$ cat src/rtl/y86_pkg.sv
// Shared Y86-64 definitions: instruction codes and fetch-unit defaults.
// Used by fetch, decode and pipeline control.
package y86_pkg;
    localparam int           Y86_ADDR_W   = 64;
    localparam logic [63:0]  Y86_RESET_PC = 64'h0;

    localparam logic [3:0] I_HALT   = 4'h0;
    localparam logic [3:0] I_NOP    = 4'h1;
    localparam logic [3:0] I_RRMOVQ = 4'h2;
    localparam logic [3:0] I_IRMOVQ = 4'h3;
    localparam logic [3:0] I_RMMOVQ = 4'h4;
    localparam logic [3:0] I_MRMOVQ = 4'h5;
    localparam logic [3:0] I_OPQ    = 4'h6;
    localparam logic [3:0] I_JXX    = 4'h7;
    localparam logic [3:0] I_CALL   = 4'h8;
    localparam logic [3:0] I_RET    = 4'h9;
    localparam logic [3:0] I_PUSHQ  = 4'hA;
    localparam logic [3:0] I_POPQ   = 4'hB;

    function automatic logic icode_invalid(input logic [3:0] icode);
        return icode >= 4'hC;
    endfunction
endpackage

$ cat src/rtl/y86_ras.sv
// Return-address stack: circular buffer, oldest entry overwritten on push when full.
// Latency: top_dat combinational, push/pop/flush take effect on the next edge.
// Backpressure: none; caller gates push/pop/flush, pop on empty is ignored.
module y86_ras #(
    parameter int  ADDR_W    = 64,
    parameter int  RAS_DEPTH = 8,
    localparam int PW        = $clog2(RAS_DEPTH),
    localparam int CW        = $clog2(RAS_DEPTH + 1)
) (
    input  logic              clk,
    input  logic              rst,
    input  logic              flush,
    input  logic              push,
    input  logic              pop,
    input  logic [ADDR_W-1:0] push_dat,
    output logic [ADDR_W-1:0] top_dat,
    output logic [CW-1:0]     count,
    output logic              empty
);
    logic [ADDR_W-1:0] mem [RAS_DEPTH];
    logic [PW-1:0]     ptr;
    logic [PW-1:0]     eff_ptr;
    logic [PW-1:0]     top_idx;
    logic [CW-1:0]     eff_count;
    logic              full;
    logic              do_pop;

    // A flush is applied ahead of the same cycle's push/pop, so empty/top see the flushed view.
    assign eff_ptr   = flush ? '0 : ptr;
    assign eff_count = flush ? '0 : count;
    assign top_idx   = eff_ptr - PW'(1);
    assign top_dat   = mem[top_idx];
    assign empty     = (eff_count == '0);
    assign full      = (eff_count == CW'(RAS_DEPTH));
    assign do_pop    = pop & ~empty;

    always_ff @(posedge clk or posedge rst) begin
        if (rst) begin
            ptr   <= '0;
            count <= '0;
        end else if (push) begin
            ptr   <= eff_ptr + PW'(1);
            count <= full ? eff_count : eff_count + CW'(1);
        end else if (do_pop) begin
            ptr   <= top_idx;
            count <= eff_count - CW'(1);
        end else begin
            ptr   <= eff_ptr;
            count <= eff_count;
        end
    end

    always_ff @(posedge clk) begin
        if (push) mem[eff_ptr] <= push_dat;
    end
endmodule

$ cat src/rtl/y86_fetch_pc_unit.sv
// Fetch-PC generator: predicted PC register, RAS-based return prediction, redirect mux.
// Latency: f_pc combinational from redirects; pred_pc updates one edge after a fetch.
// Backpressure: f_stall freezes all state; ret_pending asks control to bubble fetch.
module y86_fetch_pc_unit
    import y86_pkg::*;
#(
    parameter int                ADDR_W    = Y86_ADDR_W,
    parameter int                RAS_DEPTH = 8,
    parameter logic [ADDR_W-1:0] RESET_PC  = ADDR_W'(Y86_RESET_PC),
    parameter bit                RAS_EN    = 1'b1,
    localparam int               CW        = $clog2(RAS_DEPTH + 1)
) (
    input  logic              clk,
    input  logic              reset,
    input  logic              f_stall,
    input  logic              f_valid,
    input  logic [3:0]        f_icode,
    input  logic [ADDR_W-1:0] f_valC,
    input  logic [ADDR_W-1:0] f_valP,
    input  logic              m_mispredict,
    input  logic [ADDR_W-1:0] m_valA,
    input  logic              w_ret,
    input  logic [ADDR_W-1:0] w_valM,
    output logic [ADDR_W-1:0] f_pc,
    output logic [ADDR_W-1:0] pred_pc,
    output logic              ras_hit,
    output logic              ret_pending,
    output logic              halted,
    output logic [CW-1:0]     ras_count
);
    logic              upd;
    logic              is_call;
    logic              is_ret;
    logic              is_stop;
    logic              ras_flush;
    logic              ras_empty;
    logic [ADDR_W-1:0] ras_top;
    logic [ADDR_W-1:0] next_pc;

    assign f_pc    = m_mispredict ? m_valA : (w_ret ? w_valM : pred_pc);
    assign upd     = f_valid & ~f_stall & ~halted & ~(ret_pending & ~w_ret);
    assign is_call = (f_icode == I_CALL);
    assign is_ret  = (f_icode == I_RET);
    assign is_stop = (f_icode == I_HALT) | icode_invalid(f_icode);

    // w_ret with no ret outstanding means the RAS predicted wrongly: discard it.
    assign ras_flush = w_ret & ~ret_pending & ~f_stall;
    assign ras_hit   = upd & is_ret & RAS_EN & ~ras_empty;

    y86_ras #(
        .ADDR_W    (ADDR_W),
        .RAS_DEPTH (RAS_DEPTH)
    ) u_ras (
        .clk      (clk),
        .rst      (reset),
        .flush    (ras_flush),
        .push     (upd & is_call),
        .pop      (ras_hit),
        .push_dat (f_valP),
        .top_dat  (ras_top),
        .count    (ras_count),
        .empty    (ras_empty)
    );

    always_comb begin
        next_pc = f_valP;
        if (is_call || f_icode == I_JXX) next_pc = f_valC;
        else if (ras_hit)                next_pc = ras_top;
        else if (is_stop)                next_pc = f_pc;
    end

    always_ff @(posedge clk or posedge reset) begin
        if (reset) begin
            pred_pc     <= RESET_PC;
            ret_pending <= 1'b0;
            halted      <= 1'b0;
        end else if (!f_stall) begin
            if (w_ret) ret_pending <= 1'b0;
            if (upd) begin
                pred_pc <= next_pc;
                if (is_ret && !ras_hit) ret_pending <= 1'b1;
                if (is_stop)            halted      <= 1'b1;
            end
        end
    end
endmodule

$ cat config.mk
export PLATFORM = sky130hd
export DESIGN_NAME = y86_fetch_pc_unit
export DESIGN_NICKNAME = d
export VERILOG_FILES = /design/src/rtl/y86_pkg.sv /design/src/rtl/y86_ras.sv /design/src/rtl/y86_fetch_pc_unit.sv
export SDC_FILE = /design/constraint.sdc
export NUM_CORES = 1
export LEC_CHECK = 0
export CORE_MARGIN = 5
export CORE_UTILIZATION = 50
export CTS_CLUSTER_SIZE = 24
export DETAILED_ROUTE_END_ITERATION = 10
export DONT_BUFFER_PORTS = 1
export MAX_ROUTING_LAYER = met4
export RECOVER_POWER = 25
export SYNTH_ARGS = -nofsm -noshare
export SYNTH_HDL_FRONTEND = slang
export SYNTH_SLANG_ARGS = --single-unit
$ cat constraint.sdc
create_clock -name clk -period 9.3 [get_ports clk]
set_input_delay 0.93 -clock clk [delete_from_list [all_inputs] [get_ports clk]]
set_output_delay 0.93 -clock clk [all_outputs]
set_load 0.05 [all_outputs]
==> results.py, run 1 <==
metrics = {
    "route": {
        "top_layer": "met4",
        "ant_nets": 0,
        "route.met3.wl_um": 4830,
        "viasPerCell": 6.36,
        "vias": 16000,
        "wl_met1_um": 29500,
        "drc": 0,
        "wl_met2_um": 33900,
        "drtIter0Drc": 1601,
        "drt_pass1_iterations": 6,
        "routedWlPerCell_um": 27.7,
        "wirelength_um": 69600,
    },
    "timing": {
        "fmax_mhz": 231,
        "clock_skew_ns": 0.0177,
        "max-slew-margin-rel": 0.0402,
        "finalSetupViolCount": 0,
        "tightest_slew_ns": 1.43,
        "tns_ns": 0,
        "maxSlewViolCount": 0,
        "rsz0062_at_grt": "false",
        "layout_min_cycle_time_ns": 4.33,
        "period_share": 0.465,
        "hold_violations": 0,
    },
    "synthesis": {
        "yosysWarnings": 0,
        "synthAdderAreaFrac": 0,
        "ys.flop_type": "edfxtp_1",
        "synth_edf_count": 512,
        "synthCells": 1835,
        "syn_area_um2": 25600,
        "synth_nets": 2101,
        "ys_seq_area_frac": 0.672,
        "muxShareOfSynthArea": 0.102,
        "async_reset_ff_frac": 0.125,
        "synth_top_family_by_area": "compound AO/OA/AOI/OAI gates",
        "synth_cell_type_count": 69,
        "syn-mean-instance-area_um2": 13.9,
        "synth-simple-area-share": 0.0499,
        "synth_seq_cells": 585,
        "synth-compound-area-share": 0.144,
        "synth_xor_area_frac": 0.000684,
    },
    "power_and_ir_drop": {
        "power_density_nw_per_um2": 195,
        "p_leak_nw": 9.41,
        "ir_drop_v": 0.000142,
    },
    "global_routing": {
        "grt_max_degree": 129,
        "track_usage": 0.248,
        "grt_overflow": 0,
        "grt_pass1_vias": 16400,
        "grt_pass1_wl_um": 104000,
        "grt_antenna_before_repair": 3,
    },
    "clock_tree": {
        "cts_resized": 0,
        "root_buffer": "clkbuf_16",
        "cts_setup_buffers": 0,
        "cts_tree": "done",
        "cts_buffer_depth": 3,
        "cts_buffers": 58,
        "insertion_delay_ns": 0.61,
        "clk_pin_slew_ns": 0.06,
        "cts_hold_buf": 0,
        "cts.htree.levels": 2,
        "cts.sinks": 585,
    },
    "floorplanning": {
        "dieArea_um2": 55800,
        "ios": 401,
        "die_h_um": 236,
        "initial_core_util": 0.502,
        "rows": 83,
        "coreArea_um2": 51000,
        "fp.dieW_um": 236,
    },
    "worst_setup_path": {
        "crit_chain": "or3b_4, and4_1, nand2_2, inv_2, buf_4",
        "crit_type": "flop to output port",
        "crit_path_end_kind": "output port",
        "cp.arrival_ns": 3.40,
        "path_max_fanout": 34,
        "slowest_delay_ns": 0.78,
        "critical-path-slowest-cell": "dfrtp_1",
        "startpoint_type": "flop",
        "worstPathRequired_ns": 8.37,
        "r2r_cells": 5,
    },
    "layout": {
        "layout_commonest_cell": "edfxtp_1",
        "final_nets": 2052,
        "fin_area_um2": 28000,
        "drive_above_1_share": 0.143,
        "final_cell_mix": "512 x edfxtp_1, 148 x mux2i_1, 106 x nand2_1, 101 x mux2_2, 96 x o21ai_0",
        "syn2layout_area_growth_pct": 9.32,
        "fillerInstances": 4084,
    },
    "placement": {
        "dpl_cell_area_um2": 26100,
        "dpl.hpwl_um": 41600,
        "place_congestion": 0.801,
        "port_buffers": 0,
    },
    "hold_path": {
        "hold_depth": 0,
        "hold_path_class": "input port to flop",
    },
    "flow_run": {
        "maxCapViolCount": 0,
    },
    "run_status": {
        "status": "finished clean",
    },
}
[cells by family after synthesis]
group / Yosys count
multiplexers: 249
flip-flops: 585
buffers and inverters: 167
XOR/XNOR: 2
AO/OA/AOI/OAI: 550
AND/OR/NAND/NOR: 282
[where the power goes]
group / leakage, nW / total [mW] / switching [mW] / internal (mW)
Sequential: 5.56 / 2.94 / 0.0709 / 2.87
Combinational: 2.95 / 0.233 / 0.167 / 0.0666
Clock: 0.892 / 2.28 / 0.958 / 1.32
[layer usage]
| layer | track usage | vias to the layer above |
|---|---|---|
| met1 | 0.330 | 8189 |
| met4 | 0.0602 | 0 |
| met2 | 0.399 | 577 |
| met5 | - | - |
| li1 | - | 7157 |
| met3 | 0.0476 | 83 |
[state kept, by name (all words and copies together) (netlist names)]
name         cells
u_ras.count      4
ret_pending      1
pred_pc         64
u_ras.ptr        3
halted           1
u_ras.mem      512
[cell usage after synthesis, drive strengths merged, types with 42 or more instances]
cell type	count	share of area
edfxtp	512	0.60
o21ai	182	0.036
mux2i	148	0.058
nand2	109	0.016
mux2	101	0.044
nor2	95	0.014
o22ai	92	0.022
buf	75	0.017
dfrtp	73	0.071
clkbuf	72	0.011
a21oi	52	0.011
a211oi	42	0.015
[final timing paths]
| kind | slack (ns) | startpoint | to |
|---|---|---|---|
| max | 4.97 | ret_pending | ras_hit |
| min | 0.41 | f_valP[56] | u_ras.mem[5][56] |
| max reg2reg | 5.33 | ret_pending | u_ras.mem[0][5] |
| min reg2reg | 0.61 | u_ras.mem[7][0] | pred_pc[0] |
| max in group asynchronous | 7.27 | reset | u_ras.ptr[1] |
| min in group asynchronous | 0.52 | reset | pred_pc[49] |
[area by class of cell]
cell class              instances  area (um2)  area share
multi-input cells            1083        7710       0.275
clock inverters                24         218     0.00778
clock buffers                  85        1630      0.0581
inverters                      20        76.3     0.00273
flip-flops and latches        585       17200       0.615
well taps                     680         851      0.0304
diodes                          2        5.00    0.000179
repair buffers                 38         285      0.0102
[through the flow]
step	instances	power, mW	hold WS [ns]	setup WS (ns)	utilization
floorplan	1835	3.20	0.508	0.109	-
global placement	2406	3.23	0.571	5.07	0.512
detailed placement	2406	3.23	0.587	4.98	0.512
CTS	2515	5.49	0.164	4.97	0.549
global route	2516	5.62	0.381	4.86	0.549
finish	2517	5.45	0.409	4.97	0.549
[critical path: cells and delay by family (launching register included)]
kind,cells,cell delay [ns]
simple gates,3,1.00
flops,1,0.78
buf+inv,2,0.98
Note: power is estimated with default switching activity, not from simulation.
==> inputs of run 2 (changes only) <==
- PLACE_DENSITY: default -> 0.68
- clock period: 9.3 -> 3.7 ns (I/O delays scaled with it)
==> run 2 against run 1 <==
- setup slack worse by 4.5 ns
- sequential power grew to 2.5 times the previous value
- critical path depth stayed put
- clock-buffer cell count is 18 lower
- hold slack worse by 0.38 ns
==> results.py, run 2 (same netlist as run 1, synthesis figures left out) <==
metrics = {
    "power_and_ir_drop": {
        "p_total_mw": 14.0,
        "seqPwrFrac": 0.527,
        "p_leak_nw": 10.3,
        "ir_drop_v": 0.000340,
        "p_comb_frac": 0.062,
        "p_sw_mw": 3.16,
        "p_int_mw": 10.9,
        "p_clk_frac": 0.411,
        "swShare": 0.225,
        "power_density_nw_per_um2": 470,
    },
    "clock_tree": {
        "root_buffer": "clkbuf_16",
        "cts.htree.levels": 2,
        "insertion_delay_ns": 0.61,
        "clk_pin_slew_ns": 0.07,
        "cts_resized": 0,
        "cts_buffer_depth": 3,
        "cts_setup_buffers": 0,
        "cts_hold_buf": 113,
        "cts.sinks": 585,
        "cts_tree": "done",
        "cts_buffers": 56,
    },
    "timing": {
        "fmax_mhz": 310,
        "maxSlewViolCount": 0,
        "hold_violations": 0,
        "period_share": 0.871,
        "rsz0062_at_grt": "false",
        "whs_ns": 0.0326,
        "tightest_slew_ns": 1.16,
        "max-slew-margin-rel": 0.225,
        "finalSetupViolCount": 0,
        "clock_skew_ns": 0.0186,
        "layout_min_cycle_time_ns": 3.22,
    },
    "worst_setup_path": {
        "crit_type": "flop to output port",
        "cp.arrival_ns": 2.85,
        "path_max_fanout": 27,
        "worstPathRequired_ns": 3.33,
        "startpoint_type": "flop",
        "crit_path_end_kind": "output port",
    },
    "placement": {
        "place_congestion": 0.812,
        "dpl.hpwl_um": 42900,
        "dp.cells": 2481,
        "port_buffers": 0,
    },
    "layout": {
        "largest_reg_flops": 512,
        "final_cells": 2701,
        "regArea_um2": 17200,
        "syn2layout_area_growth_pct": 16.6,
        "final_cell_mix": "512 x edfxtp_1, 148 x mux2i_1, 113 x dlygate4sd3_1, 106 x nand2_1, 106 x buf_4",
        "largestRegisters": "u_ras.mem: 512 flops, pred_pc: 64 flops, u_ras.count: 4 flops",
        "layout_commonest_cell": "edfxtp_1",
        "fillerInstances": 3871,
        "final_nets": 2238,
        "drive_above_1_share": 0.174,
        "multi_input_area_um2": 7780,
        "regMostFlops": "u_ras.mem",
    },
    "route": {
        "drtIter0Drc": 1734,
        "wirelength_um": 71800,
        "vias": 16900,
        "routedWlPerCell_um": 26.6,
        "viasPerCell": 6.25,
        "drc": 0,
        "drt_pass1_iterations": 9,
        "ant_nets": 0,
    },
    "floorplanning": {
        "coreArea_um2": 51000,
        "dieArea_um2": 55800,
        "rows": 83,
        "initial_core_util": 0.502,
        "die_h_um": 236,
        "ios": 401,
        "fp.dieW_um": 236,
    },
    "global_routing": {
        "track_usage": 0.255,
        "grt_max_degree": 129,
        "grt_overflow": 0,
        "grt_antenna_before_repair": 5,
        "grt_pass1_wl_um": 107000,
        "grt_pass1_vias": 17300,
    },
    "run_status": {
        "status": "finished clean",
    },
    "hold_path": {
        "hold_path_class": "input port to flop",
    },
    "flow_run": {
        "maxCapViolCount": 0,
    },
}
[run 2: cell count changes in the layout (fill, tap and decap cells not counted), sizes merged]
cell and change:
clkinvlp +2, inv +5, dlygate4sd3 +113, clkinv +1
diode +3, clkbuf -18, bufinv +3, buf +75
[run 2: final cells by class]
class	count	share of cell area
Antenna cell	5	0.000419
Clock buffer	67	0.0494
Clock inverter	35	0.0124
Inverter	20	0.00260
Multi-Input combinational cell	1083	0.261
Sequential cell	585	0.577
Tap cell	680	0.0285
Timing Repair Buffer	226	0.0693
[run 2: power by group through the flow]
stage,clock [mW],sequential (mW),combinational [mW]
floorplan,0,7.51,0.539
global placement,0,7.53,0.674
detailed placement,0,7.53,0.684
CTS,5.84,7.39,0.862
global route,6.11,7.39,0.919
finish,5.77,7.39,0.863
[run 2: metrics by stage]
| step | setup TNS (ns) | util | worst slack [ns] | cell area (um2) |
|---|---|---|---|---|
| 2_1_floorplan | -53.53 | - | -0.503 | 25700 |
| 3_3_place_gp | 0 | 0.527 | 0.744 | 26900 |
| 3_5_place_dp | 0 | 0.527 | 0.715 | 26900 |
| 4_1_cts | 0 | 0.585 | 0.458 | 29800 |
| 5_1_grt | 0 | 0.585 | 0.416 | 29800 |
| 6_report | 0 | 0.585 | 0.478 | 29800 |
[run 2: layer usage]
layer / vias to the layer above / wire length, um / global-route usage
met1: 8390 / 28700 / 0.326
met4: 0 / 2270 / 0.0917
met5: - / 0 / -
met2: 816 / 35500 / 0.412
met3: 141 / 5240 / 0.0481
li1: 7522 / - / -
[run 2: final timing paths]
| kind | start | endpoint | slack [ns] | depth (start not counted) |
|---|---|---|---|---|
| setup / recovery | ret_pending | ras_hit | 0.48 | 5 |
| hold / removal | f_valC[46] | pred_pc[46] | 0.03 | 3 |
| setup reg to reg | ret_pending | pred_pc[44] | 0.75 | 6 |
| hold reg to reg | u_ras.mem[7][49] | pred_pc[49] | 0.58 | 2 |
| max in group asynchronous | reset | ret_pending | 2.33 | 3 |
| min in group asynchronous | reset | pred_pc[7] | 0.47 | 2 |
[run 2: worst max-delay path, stage by stage (launching register included)]
cell	delay, ns
dfrtp_2	0.62
or3b_4	0.48
and4_1	0.38
nand2_2	0.13
inv_2	0.28
buf_12	0.31
==> inputs of run 3 (changes only) <==
- CTS_CLUSTER_DIAMETER: default -> 100
- MAX_ROUTING_LAYER: met4 -> default
- PLACE_DENSITY: 0.68 -> 0.66
==> run 3 against run 2 <==
- critical path depth rose by 1
- largest power group unchanged
- largest cell class unchanged
- non-clock buffer count decreased by 3
- critical path type unchanged
- via count is 0.84% lower
- final cell count fell by 2.1%
==> results.py, run 3 (same netlist as run 1, synthesis figures left out) <==
metrics = {
    "worst_setup_path": {
        "cp.arrival_ns": 3.03,
        "worstPathRequired_ns": 3.33,
        "path_max_fanout": 17,
        "startpoint_type": "flop",
        "r2r_slack_ns": 0.78,
        "r2r_start": "ret_pending",
        "crit_type": "flop to output port",
        "r2r-end": "pred_pc[17]",
        "r2r_cells": 6,
        "crit_path_end_kind": "output port",
    },
    "global_routing": {
        "grt_max_degree": 129,
        "grt_overflow": 0,
        "track_usage": 0.246,
        "grt_pass1_wl_um": 107000,
        "grt_antenna_before_repair": 0,
        "grt_pass1_vias": 17100,
    },
    "floorplanning": {
        "fp.dieW_um": 236,
        "coreArea_um2": 51000,
        "rows": 83,
        "initial_core_util": 0.502,
        "dieArea_um2": 55800,
        "die_h_um": 236,
        "ios": 401,
    },
    "route": {
        "vias": 16700,
        "drc": 0,
        "drt_pass1_iterations": 7,
        "wirelength_um": 71900,
        "viasPerCell": 6.33,
        "routedWlPerCell_um": 27.2,
        "ant_nets": 0,
        "drtIter0Drc": 1740,
    },
    "timing": {
        "tightest_slew_ns": 1.10,
        "fmax_mhz": 294,
        "max-slew-margin-rel": 0.261,
        "fin_ws_ns": 0.296,
        "layout_min_cycle_time_ns": 3.40,
        "finalSetupViolCount": 0,
        "hold_violations": 0,
        "tns_ns": 0,
        "rsz0062_at_grt": "false",
        "period_share": 0.920,
        "maxSlewViolCount": 0,
        "clock_skew_ns": 0.0240,
    },
    "clock_tree": {
        "cts.htree.levels": 1,
        "clk_pin_slew_ns": 0.10,
        "cts_tree": "done",
        "insertion_delay_ns": 0.60,
        "cts_buffer_depth": 3,
        "cts_buffers": 28,
        "cts_setup_buffers": 0,
        "root_buffer": "clkbuf_16",
        "cts.sinks": 585,
    },
    "run_status": {
        "status": "finished clean",
    },
    "layout": {
        "final_cell_mix": "512 x edfxtp_1, 148 x mux2i_1, 109 x dlygate4sd3_1, 109 x buf_4, 106 x nand2_1",
        "final_nets": 2207,
        "syn2layout_area_growth_pct": 12.4,
        "diodes": 0,
        "largest_reg_flops": 512,
        "largestRegisters": "u_ras.mem: 512 flops, pred_pc: 64 flops, u_ras.count: 4 flops",
        "layout_commonest_cell": "edfxtp_1",
        "final_cells": 2643,
        "drive_above_1_share": 0.152,
        "regMostFlops": "u_ras.mem",
    },
    "hold_path": {
        "holdPathEnd": "pred_pc[23]",
        "min_from": "f_valC[23]",
        "hold_depth": 2,
        "hold_path_class": "input port to flop",
    },
    "placement": {
        "dp.cells": 2482,
        "place_ws_ns": 0.835,
        "dpl.hpwl_um": 43700,
        "port_buffers": 0,
        "place_congestion": 0.812,
    },
    "power_and_ir_drop": {
        "ir_drop_v": 0.000359,
        "power_density_nw_per_um2": 407,
        "p_leak_nw": 9.80,
    },
    "flow_run": {
        "maxCapViolCount": 0,
    },
}
==> run 3: cell count changes in the layout (fill, tap and decap cells not counted), sizes merged <==
| cell | delta |
|---|---|
| inv | -3 |
| clkbuf | -16 |
| dlygate4sd3 | -4 |
| buf | +1 |
| diode | -5 |
| bufinv | -7 |
| clkinv | -19 |
| clkinvlp | -5 |
==> run 3: power breakdown <==
group	switching, mW	internal, mW	total [mW]	leakage, nW
registers	0.182	7.20	7.38	5.56
clock network	1.97	1.50	3.47	0.391
logic	0.539	0.317	0.856	3.85
total	2.69	9.01	11.7	9.80
==> run 3: worst max path at each step <==
| stage | cells after the start | slack [ns] | start | end |
|---|---|---|---|---|
| final | 6 | 0.30 | u_ras.count[2] | ras_hit |
| after CTS | 6 | 0.29 | u_ras.count[2] | ras_hit |
| after global placement | 6 | 0.90 | ret_pending | pred_pc[44] |
| after global routing | 6 | 0.19 | u_ras.count[3] | ras_hit |
| after detailed placement | 6 | 0.84 | ret_pending | pred_pc[17] |
| after floorplan | 5 | -0.50 | u_ras.ptr[0] | u_ras.mem[4][0] |
==> run 3: per-stage QoR <==
step	power, mW	utilization	area [um2]	hold WS, ns
2_1_floorplan	8.05	-	25700	0.469
3_3_place_gp	8.21	0.526	26800	0.411
3_5_place_dp	8.21	0.526	26800	0.402
4_1_cts	11.8	0.564	28800	0.000199
5_1_grt	12.1	0.564	28800	0.0152
6_report	11.7	0.564	28800	0.0149
==> run 3: what timing repair did <==
item                      in CTS  in global routing
hold endpoints to repair     598                  0
hold buffers                 109                  0
resized for setup              0                  0
==> run 3: final cells by class <==
class | count | area, um2
Clock inverter | 1 | 16.3
Inverter | 20 | 77.6
Clock buffer | 51 | 808
Fill cell | 4032 | 22200
Multi-Input combinational cell | 1083 | 7780
Sequential cell | 585 | 17200
Tap cell | 680 | 851
Timing Repair Buffer | 223 | 2010
==> run 3: worst max-delay path, stage by stage, from the launching register on <==
cell,delay (ns)
dfrtp_1,0.66
or4_1,0.68
and4_1,0.27
nand2_2,0.08
buf_4,0.28
inv_2,0.19
buf_4,0.25
==> run 3: per-layer routing <==
layer,part of all wire,vias to the layer above,global-route usage
met5,0,-,0
met4,0.025,0,0.0651
met3,0.069,94,0.0368
met2,0.50,691,0.421
met1,0.41,8506,0.333
li1,-,7436,-
